## src/rtl/multicycle_ctrl_pkg.sv

```systemverilog
// Shared definitions for the multi-cycle control FSM: ALU opcodes, state
// encodings, PC source select encodings and the immediate-operand decode.
package multicycle_ctrl_pkg;

  localparam int ALU_OPW = 3;

  typedef enum logic [ALU_OPW-1:0] {
    OP_ADD   = 3'b000,
    OP_ADDI  = 3'b001,
    OP_SHIFT = 3'b010,
    OP_ROT   = 3'b011,
    OP_BEQZ  = 3'b100,
    OP_SW    = 3'b101,
    OP_LW    = 3'b110,
    OP_JMP   = 3'b111
  } alu_op_e;

  typedef enum logic [2:0] {
    ST_FETCH  = 3'd0,
    ST_DECODE = 3'd1,
    ST_EXEC   = 3'd2,
    ST_MEM    = 3'd3,
    ST_WB     = 3'd4,
    ST_HALT   = 3'd5
  } state_e;

  localparam logic [1:0] PC_SRC_SEQ = 2'b00;  // PC + 2
  localparam logic [1:0] PC_SRC_JMP = 2'b01;  // ALU result
  localparam logic [1:0] PC_SRC_BR  = 2'b10;  // branch target adder

  // Ops whose ALU B operand is the sign-extended imm7 field.
  function automatic logic uses_imm(input logic [ALU_OPW-1:0] op);
    return (op == OP_ADDI) || (op == OP_SW) || (op == OP_LW) || (op == OP_JMP);
  endfunction

endpackage

```

## src/rtl/multicycle_ctrl_if.sv

```systemverilog
// Control/datapath bundle between multicycle_ctrl and the ALU, register file
// and memory. master = controller side, slave = datapath/memory side.
//   instr      : instruction register ([15:13] op, [0] shift dir)
//   mem_ready  : memory completed current request
//   alu_zero   : ALU zero flag
//   remaining signals are controller outputs (enables, selects, status)
interface multicycle_ctrl_if;
  import multicycle_ctrl_pkg::*;

  logic [15:0]        instr;
  logic               mem_ready;
  logic               alu_zero;
  logic               mem_req;
  logic               mem_we;
  logic               mem_isel;
  logic               ir_write;
  logic               pc_write;
  logic [1:0]         pc_src;
  logic [ALU_OPW-1:0] alu_opcode;
  logic               alu_shift;
  logic               alu_src_b;
  logic               reg_write;
  logic               wb_sel;
  logic               busy;
  logic               error;

  modport master (
    input  instr, mem_ready, alu_zero,
    output mem_req, mem_we, mem_isel, ir_write, pc_write, pc_src,
           alu_opcode, alu_shift, alu_src_b, reg_write, wb_sel, busy, error
  );

  modport slave (
    output instr, mem_ready, alu_zero,
    input  mem_req, mem_we, mem_isel, ir_write, pc_write, pc_src,
           alu_opcode, alu_shift, alu_src_b, reg_write, wb_sel, busy, error
  );

endinterface

```

## src/rtl/multicycle_ctrl_mem_timeout_cnt.sv

```systemverilog
// Memory wait-state counter.
//   clk, rst_n : clock, async active-low reset
//   clr        : return count to zero (no request pending, or request done)
//   en         : one more cycle spent waiting on mem_ready
//   tc         : this waiting cycle brings the count to MAX
module multicycle_ctrl_mem_timeout_cnt #(
  parameter int MAX = 15
) (
  input  logic clk,
  input  logic rst_n,
  input  logic clr,
  input  logic en,
  output logic tc
);

  logic [3:0] cnt_q;

  assign tc = en && (cnt_q == 4'(MAX - 1));

  always_ff @(posedge clk or negedge rst_n) begin
    if (!rst_n)   cnt_q <= '0;
    else if (clr) cnt_q <= '0;
    else if (en)  cnt_q <= cnt_q + 4'd1;
  end

endmodule

```

## src/rtl/multicycle_ctrl.sv

```systemverilog
// Multi-cycle control FSM in front of the 16-bit ALU and register file.
//   clk, rst_n : clock, async active-low reset
//   bus        : multicycle_ctrl_if.master (instr/mem_ready/alu_zero in,
//                memory handshake, PC/IR/ALU/regfile controls and status out)
//
// state  | meaning
// FETCH  | instruction fetch request (idle after reset until first clk)
// DECODE | latch op and shift direction from instr
// EXEC   | drive ALU; resolve BEQZ/JMP, pick MEM or WB
// MEM    | data load/store request, ALU address held
// WB     | register file write, one cycle
// HALT   | memory timeout, left only by reset
module multicycle_ctrl
  import multicycle_ctrl_pkg::*;
#(
  parameter int MEM_TIMEOUT = 15,
  parameter int OPW         = ALU_OPW
) (
  input  logic             clk,
  input  logic             rst_n,
  multicycle_ctrl_if.master bus
);

  logic [2:0]     state_q, state_d;
  logic           started_q;
  logic           error_q;
  logic [OPW-1:0] op_q;
  logic           shift_q;
  logic           req;
  logic           mem_done;
  logic           tmo_tc;
  logic           alu_stage;

  // started_q keeps the reset FETCH quiet until the first clock edge.
  assign req       = started_q && ((state_q == ST_FETCH) || (state_q == ST_MEM));
  assign mem_done  = req && bus.mem_ready;
  assign alu_stage = (state_q == ST_EXEC) || (state_q == ST_MEM) || (state_q == ST_WB);

  multicycle_ctrl_mem_timeout_cnt #(.MAX(MEM_TIMEOUT)) u_tmo (
    .clk   (clk),
    .rst_n (rst_n),
    .clr   (!req || bus.mem_ready),
    .en    (req && !bus.mem_ready),
    .tc    (tmo_tc)
  );

  always_comb begin
    state_d = state_q;
    if (tmo_tc) begin
      state_d = ST_HALT;
    end else begin
      case (state_q)
        ST_FETCH:  if (mem_done) state_d = ST_DECODE;
        ST_DECODE: state_d = ST_EXEC;
        ST_EXEC: begin
          case (op_q)
            OP_BEQZ, OP_JMP: state_d = ST_FETCH;
            OP_SW, OP_LW:    state_d = ST_MEM;
            default:         state_d = ST_WB;
          endcase
        end
        ST_MEM:    if (mem_done) state_d = (op_q == OP_LW) ? ST_WB : ST_FETCH;
        ST_WB:     state_d = ST_FETCH;
        default:   state_d = ST_HALT;
      endcase
    end
  end

  always_ff @(posedge clk or negedge rst_n) begin
    if (!rst_n) begin
      state_q   <= ST_FETCH;
      started_q <= 1'b0;
      error_q   <= 1'b0;
      op_q      <= '0;
      shift_q   <= 1'b0;
    end else if (!started_q) begin
      started_q <= 1'b1;
    end else begin
      state_q <= state_d;
      if (tmo_tc) error_q <= 1'b1;
      // Latched so later instr changes cannot disturb EXEC/MEM/WB.
      if (state_q == ST_DECODE) begin
        op_q    <= bus.instr[15:13];
        shift_q <= bus.instr[0];
      end
    end
  end

  always_comb begin
    bus.mem_req    = req;
    bus.mem_isel   = req && (state_q == ST_FETCH);
    bus.mem_we     = req && (state_q == ST_MEM) && (op_q == OP_SW);
    bus.ir_write   = mem_done && (state_q == ST_FETCH);
    bus.pc_write   = mem_done && (state_q == ST_FETCH);
    bus.pc_src     = PC_SRC_SEQ;
    if (state_q == ST_EXEC) begin
      if (op_q == OP_JMP) begin
        bus.pc_write = 1'b1;
        bus.pc_src   = PC_SRC_JMP;
      end else if ((op_q == OP_BEQZ) && bus.alu_zero) begin
        bus.pc_write = 1'b1;
        bus.pc_src   = PC_SRC_BR;
      end
    end
    // ALU controls held from EXEC through MEM/WB so the result stays valid.
    bus.alu_opcode = alu_stage ? op_q : '0;
    bus.alu_shift  = alu_stage && shift_q;
    bus.alu_src_b  = alu_stage && uses_imm(op_q);
    bus.reg_write  = (state_q == ST_WB);
    bus.wb_sel     = (state_q == ST_WB) && (op_q == OP_LW);
    bus.busy       = started_q;
    bus.error      = error_q;
  end

endmodule

```

## src/flat_wrapper.sv

```systemverilog
// flat-port wrapper written by rule: the top's interface ports become plain ports
module multicycle_ctrl_flat import multicycle_ctrl_pkg::*;
#(
  parameter int MEM_TIMEOUT = 15,
  parameter int OPW         = ALU_OPW
)
  (clk, rst_n, bus_instr, bus_mem_ready, bus_alu_zero, bus_mem_req, bus_mem_we, bus_mem_isel, bus_ir_write, bus_pc_write, bus_pc_src, bus_alu_opcode, bus_alu_shift, bus_alu_src_b, bus_reg_write, bus_wb_sel, bus_busy, bus_error);
  multicycle_ctrl_if bus_i ();
  input  logic clk;
  input  logic rst_n;
  input wire logic [$bits(bus_i.instr)-1:0] bus_instr;
  input wire logic [$bits(bus_i.mem_ready)-1:0] bus_mem_ready;
  input wire logic [$bits(bus_i.alu_zero)-1:0] bus_alu_zero;
  output wire logic [$bits(bus_i.mem_req)-1:0] bus_mem_req;
  output wire logic [$bits(bus_i.mem_we)-1:0] bus_mem_we;
  output wire logic [$bits(bus_i.mem_isel)-1:0] bus_mem_isel;
  output wire logic [$bits(bus_i.ir_write)-1:0] bus_ir_write;
  output wire logic [$bits(bus_i.pc_write)-1:0] bus_pc_write;
  output wire logic [$bits(bus_i.pc_src)-1:0] bus_pc_src;
  output wire logic [$bits(bus_i.alu_opcode)-1:0] bus_alu_opcode;
  output wire logic [$bits(bus_i.alu_shift)-1:0] bus_alu_shift;
  output wire logic [$bits(bus_i.alu_src_b)-1:0] bus_alu_src_b;
  output wire logic [$bits(bus_i.reg_write)-1:0] bus_reg_write;
  output wire logic [$bits(bus_i.wb_sel)-1:0] bus_wb_sel;
  output wire logic [$bits(bus_i.busy)-1:0] bus_busy;
  output wire logic [$bits(bus_i.error)-1:0] bus_error;
  assign bus_i.instr = bus_instr;
  assign bus_i.mem_ready = bus_mem_ready;
  assign bus_i.alu_zero = bus_alu_zero;
  assign bus_mem_req = bus_i.mem_req;
  assign bus_mem_we = bus_i.mem_we;
  assign bus_mem_isel = bus_i.mem_isel;
  assign bus_ir_write = bus_i.ir_write;
  assign bus_pc_write = bus_i.pc_write;
  assign bus_pc_src = bus_i.pc_src;
  assign bus_alu_opcode = bus_i.alu_opcode;
  assign bus_alu_shift = bus_i.alu_shift;
  assign bus_alu_src_b = bus_i.alu_src_b;
  assign bus_reg_write = bus_i.reg_write;
  assign bus_wb_sel = bus_i.wb_sel;
  assign bus_busy = bus_i.busy;
  assign bus_error = bus_i.error;
  multicycle_ctrl #(.MEM_TIMEOUT(MEM_TIMEOUT), .OPW(OPW)) u_core (.clk(clk), .rst_n(rst_n), .bus(bus_i));
endmodule
```

## config.mk

```make
export PLATFORM = sky130hd
export DESIGN_NAME = multicycle_ctrl_flat
export DESIGN_NICKNAME = d
export VERILOG_FILES = /design/src/rtl/multicycle_ctrl_pkg.sv /design/src/rtl/multicycle_ctrl_if.sv /design/src/rtl/multicycle_ctrl_mem_timeout_cnt.sv /design/src/rtl/multicycle_ctrl.sv /design/src/flat_wrapper.sv
export SDC_FILE = /design/constraint.sdc
export NUM_CORES = 1
export LEC_CHECK = 0
export CAP_MARGIN = 20
export CORE_UTILIZATION = 45
export CTS_CLUSTER_DIAMETER = 150
export DETAILED_ROUTE_END_ITERATION = 16
export GPL_ROUTABILITY_DRIVEN = 0
export PLACE_DENSITY = 0.8
export SETUP_SLACK_MARGIN = 0.5
export SLEW_MARGIN = 20
export SYNTH_ARGS = -nofsm -noshare
export SYNTH_HDL_FRONTEND = slang
export SYNTH_SLANG_ARGS = --single-unit
```

## constraint.sdc

```tcl
create_clock -name clk -period 4.1 [get_ports clk]
set_clock_uncertainty 0.15 [all_clocks]
set_input_delay 0.82 -clock clk [delete_from_list [all_inputs] [get_ports clk]]
set_output_delay 0.82 -clock clk [all_outputs]
set_load 0.01 [all_outputs]
```

Word-level counts from Yosys, hierarchy flattened. Index checks and enable logic that the tools add are counted.

Register bits after elaboration: 13. Input bits: 20. Logic and storage cells: 62.

$add $sub $neg: 1. Eq/ne operators: 12. Muxes and demuxes: 15. Reduce and logical (&&, ||, !) cells: 28.

Operators by type and width (number): == test 3 bit, second input constant (5); two-way mux 3 bit (5); case mux 3 bit (5 select lines) (1); logical AND 1 bit (12); two-way mux 4 bit (2); logical OR 1 bit (7); == test 3 x 1 -> 1 bit, second input constant (2); == test 3 x 2 -> 1 bit, second input constant (2); two-way mux 2 bit (3); != test 3 x 1 -> 1 bit, second input constant (2); case mux 3 bit (2 select lines) (1); adder 4 x 1 -> 4 bit, second input constant (1); == test 4 bit, second input constant (1); AND reduction 2 bit (2); OR reduction 2 bit (2); logical NOT 3 bit (1); two-way mux 1 bit (3); AND reduction 3 bit (1); logical NOT 1 bit (2); nonzero test 2 bit (1).

Logic depth before layout (Yosys ltp).
Depth after elaboration: 8. Mapped depth: 6. Gate-level depth less buffers: 6.

Cells and area by module. Synthesis repeated with hierarchy kept, for this count alone.

Cell total of the unflattened synthesis: 93. Area, all modules: 913.4 um^2.

By module, submodules not included: multicycle_ctrl (instances 1, cells each 73, area each 690.7 um^2, sequential area each 225.2 um^2); multicycle_ctrl_mem_timeout_cnt (instances 1, cells each 20, area each 222.7 um^2, sequential area each 100.1 um^2).

Worst setup path before layout. No wires, ideal clock.

Kind: register to output. Start point: register u_core.state_q[0]. End point: output bus_alu_src_b. Data arrival time: 1221 ps. Data required time: 3130 ps. Path slack: 1909 ps. Cell stages (with the launch flop): 6. Cells stage by stage: dfrtp_1 -> buf_6 -> nand2b_1 -> nor2_2 -> o21bai_2 -> a21boi_1.

Elaborated cells between the ends (all ways): 6. Those cells by class: eq/ne (3); reduce/logical (3).

RTL lines: from (decl) (line multicycle_ctrl.sv:24) `logic [2:0] state_q, state_d;`; from (signal assigned) (line multicycle_ctrl.sv:79) `state_q <= state_d;`; == test 3 bit; net bus_reg_write (line flat_wrapper.sv:23) `output wire logic [$bits(bus_i.reg_write)-1:0] bus_reg_write;`; logical OR 1 bit (line multicycle_ctrl.sv:37) `assign alu_stage = (state_q == ST_EXEC) || (state_q == ST_MEM) || (state_q == ST_WB);`; logical AND 1 bit (line multicycle_ctrl.sv:108) `bus.alu_src_b = alu_stage && uses_imm(op_q);`; to (decl) (line flat_wrapper.sv:22) `output wire logic [$bits(bus_i.alu_src_b)-1:0] bus_alu_src_b;`.

The timed path passes the listed nets, and every way through them passes these cells.

Worst setup path after layout.
Start point: input bus_mem_ready. End point: output bus_pc_write.

Word-level cells in the longest chain between the ends: 5.

Ends and longest elaborated chain: from (decl) (line flat_wrapper.sv:12) `input wire logic [$bits(bus_i.mem_ready)-1:0] bus_mem_ready;`; logical AND 1 bit (*) (line multicycle_ctrl.sv:36) `assign mem_done = req && bus.mem_ready;`; logical AND 1 bit (*) (line multicycle_ctrl.sv:94) `bus.pc_write = mem_done && (state_q == ST_FETCH);`; two-way mux 1 bit (line multicycle_ctrl.sv:100) `end else if ((op_q == OP_BEQZ) && bus.alu_zero) begin`; two-way mux 1 bit (line multicycle_ctrl.sv:97) `if (op_q == OP_JMP) begin`; two-way mux 1 bit (*) (line multicycle_ctrl.sv:96) `if (state_q == ST_EXEC) begin`; to (decl) (line flat_wrapper.sv:18) `output wire logic [$bits(bus_i.pc_write)-1:0] bus_pc_write;`.

Every way passes the cells marked *; elsewhere a longest branch is shown, timed or not.

==> run metrics <==
CP Max Fanout=5; cell row count=15; die width=45.5 µm; #FFs+latches synth=13; max-cap viol count=0; Overflow after GRT=0; vias in the first global route=671; Die Area=2070 µm²; final WL=1880 µm; synth warn=0; prevailing post-synth register cell=dfrtp_1; Initial Util=48.9%; CTS Buf Count=3; antenna violations before repair=0; total track usage=21.5%; Fin Setup TNS=0 ns; TritonCTS clock tree=yes; antenna viol nets, final=0; crit path DAT=2.26 ns; Worst setup SP type=input pin; Max IR drop VDD=0.279 mV; critical-path cell list=clkdlybuf4s50_1, and2_1, a41o_1, clkdlybuf4s50_1; Avg WL per Cell=between 10 and 15 µm; Reg2Reg Capture Point=u_core.state_q[1]; WHS=0.334 ns; fin crit period=3.23 ns; most frequent cells in the layout=23 x clkdlybuf4s50_1, 13 x dfrtp_1, 6 x nand2_1, 6 x nor2_1, 5 x and2_1; Synth Area in XOR/XNOR=around 5%; post-synthesis compound-gate area fraction=between 10 and 15%; Seq pwr share=approximately two fifths; clk sinks=13; kind of critical path=in2out; post-DP HPWL=~1400 µm; total internal power=370 µW; Seq/Total Area, Yosys=a little under two fifths; Crit path required time=approximately 3.1 ns; Crit path buffers/inverters=2; relative slew slack=between 50% and 60%; CP endpoint kind=primary output; RSZ-0062 raised after global routing=false; pwr dens=572 nW/µm²; Post-Synthesis Cell Area=roughly 850 µm²; diode count=0; I/O Pins=36; final hold violation count=0; Layout fillers=150; Sw Pwr=262 µW; post-CTS sizing=0; ys async rst share=100%; Chip Height=45.5 µm; Post-Synth Simple-Gate Area=28.3%; First DRT Iteration DRCs=24; Tcrit/Tclk final=78.7%; CP max-delay cell=clkdlybuf4s50_1; worst reg2reg setup slack=2.36 ns; R2R cell count=4; IO Port Bufs=23; largest net degree at the start of global routing=17; FF+latch area=325 µm²; Clk pwr share=13.3%; htree depth=1; Layout area overhead=29.6%; Setup crit end=bus_pc_write; Netlist cell types=40; Most common cell on crit path=clkdlybuf4s50_1; CP Depth=4; Pleak=0.000456 µW; Final #Nets=around 130; Skew-Pair Late Insertion Delay=roughly 0.29 ns; largest family of logic cells by synthesized area=simple AND/OR/NAND/NOR gates; Post-synth EDFFs=0; Post-CTS Repair Setup Buffers=0; Clock Path Buffers=2; Root Driver=clkbuf_4; count of final max-slew check failures=0; CTS hold repair buffers=0; global-route wire length before repair=3080 µm; Mapped Cells=between 80 and 90; Multi-input gate area=slightly below 500 µm²; Final setup viols=0; DRC viols=0; Via density=5.41; DRT Pass-1 Iters=4; Slowest Stage Delay on Critical Path=approximately 0.62 ns; r2r startpoint=u_core.state_q[1]; Synth Area in Adders=2.93%; Synth Net Count=between 100 and 150; Core Region=1750 µm²; HP Class=reg2reg; multiplexer share of the synthesized area=about 5.3%; family with the most delay on the worst path=buffers and inverters; Avg Inst Size Synth=9.92 µm²; Slew @ Worst Pin=approximately 0.62 ns; hold_sp=u_core.shift_q; vias after detailed routing=720; most common cell after layout, fill and taps aside=clkdlybuf4s50_1; status=complete, no violations; Comb pwr share=approximately 46%; Worst setup startpoint=bus_mem_ready; switching share of power=41.4%; fraction of layout cells with a size suffix above 1=15.7%; clock slew at reported path FFs=0.09 ns; achievable frequency=0.310 GHz
[cell families after synthesis]
| logic type | count (synthesis) |
|---|---|
| compound gates | 16 |
| fa+ha+maj | 2 |
| buf+inv | 8 |
| mux | 4 |
| other cells | 1 |
| flops | 13 |
| simple gates | 38 |
| xor+xnor | 4 |
[registers in the layout (all words and copies together) (netlist names)]
| name | cells |
|---|---|
| u_core.u_tmo.cnt_q | 4 |
| u_core.shift_q | 1 |
| u_core.state_q | 3 |
| u_core.bus.error | 1 |
| u_core.op_q | 3 |
| u_core.bus.busy | 1 |
[how the worst min path moves through the flow]
stage               cells past startpoint             end
global placement                        1  u_core.shift_q
floorplan                               1  u_core.shift_q
detailed placement                      1  u_core.shift_q
CTS                                     1  u_core.shift_q
finish                                  1  u_core.shift_q
global route                            1  u_core.shift_q
[power groups by stage]
stage          combinational, µW  clock, µW  sequential, µW
2_1_floorplan                259          0             192
3_3_place_gp                 282          0             256
3_5_place_dp                 290          0             260
4_1_cts                      291       86.4             258
5_1_grt                      315       88.6             271
6_report                     289       84.1             260
[synthesized netlist by cell type (3+ instances only)]
cell / count / share of area, %
nand3_1: 3 / 1.8
dfrtp_1: 13 / 38
nand2_1: 6 / 2.6
nor3_1: 3 / 1.8
a31oi_1: 3 / 2.2
nor2_1: 6 / 2.6
mux2_1: 4 / 5.3
and2_1: 5 / 3.7
[cell type report]
cell class	count	share of cell area, %
Multi-Input combinational cell	65	43.4
Sequential cell	13	29.4
Timing Repair Buffer	23	20.8
Tap cell	25	2.83
Clock buffer	3	2.04
Inverter	3	1.02
Clock inverter	1	0.452
[per-layer routing]
layer  vias to the layer above  track usage [%]  wire length, µm
met2                        32             34.0              898
met3                         7             2.78              115
li1                        349                -                -
met1                       332             27.3              807
met4                         0             14.5               57
met5                         -                0                0
[through the flow]
stage	utilization (%)	cell area (µm²)	total power (µW)	cells	worst slack, ns
2_1_floorplan	-	853	451	86	1.91
3_3_place_gp	61.8	1080	538	129	0.877
3_5_place_dp	61.8	1080	550	129	0.892
4_1_cts	63.4	1110	635	133	0.883
5_1_grt	63.4	1110	674	133	0.811
6_report	63.4	1110	632	133	0.873
(Power assumes the default switching activity.)
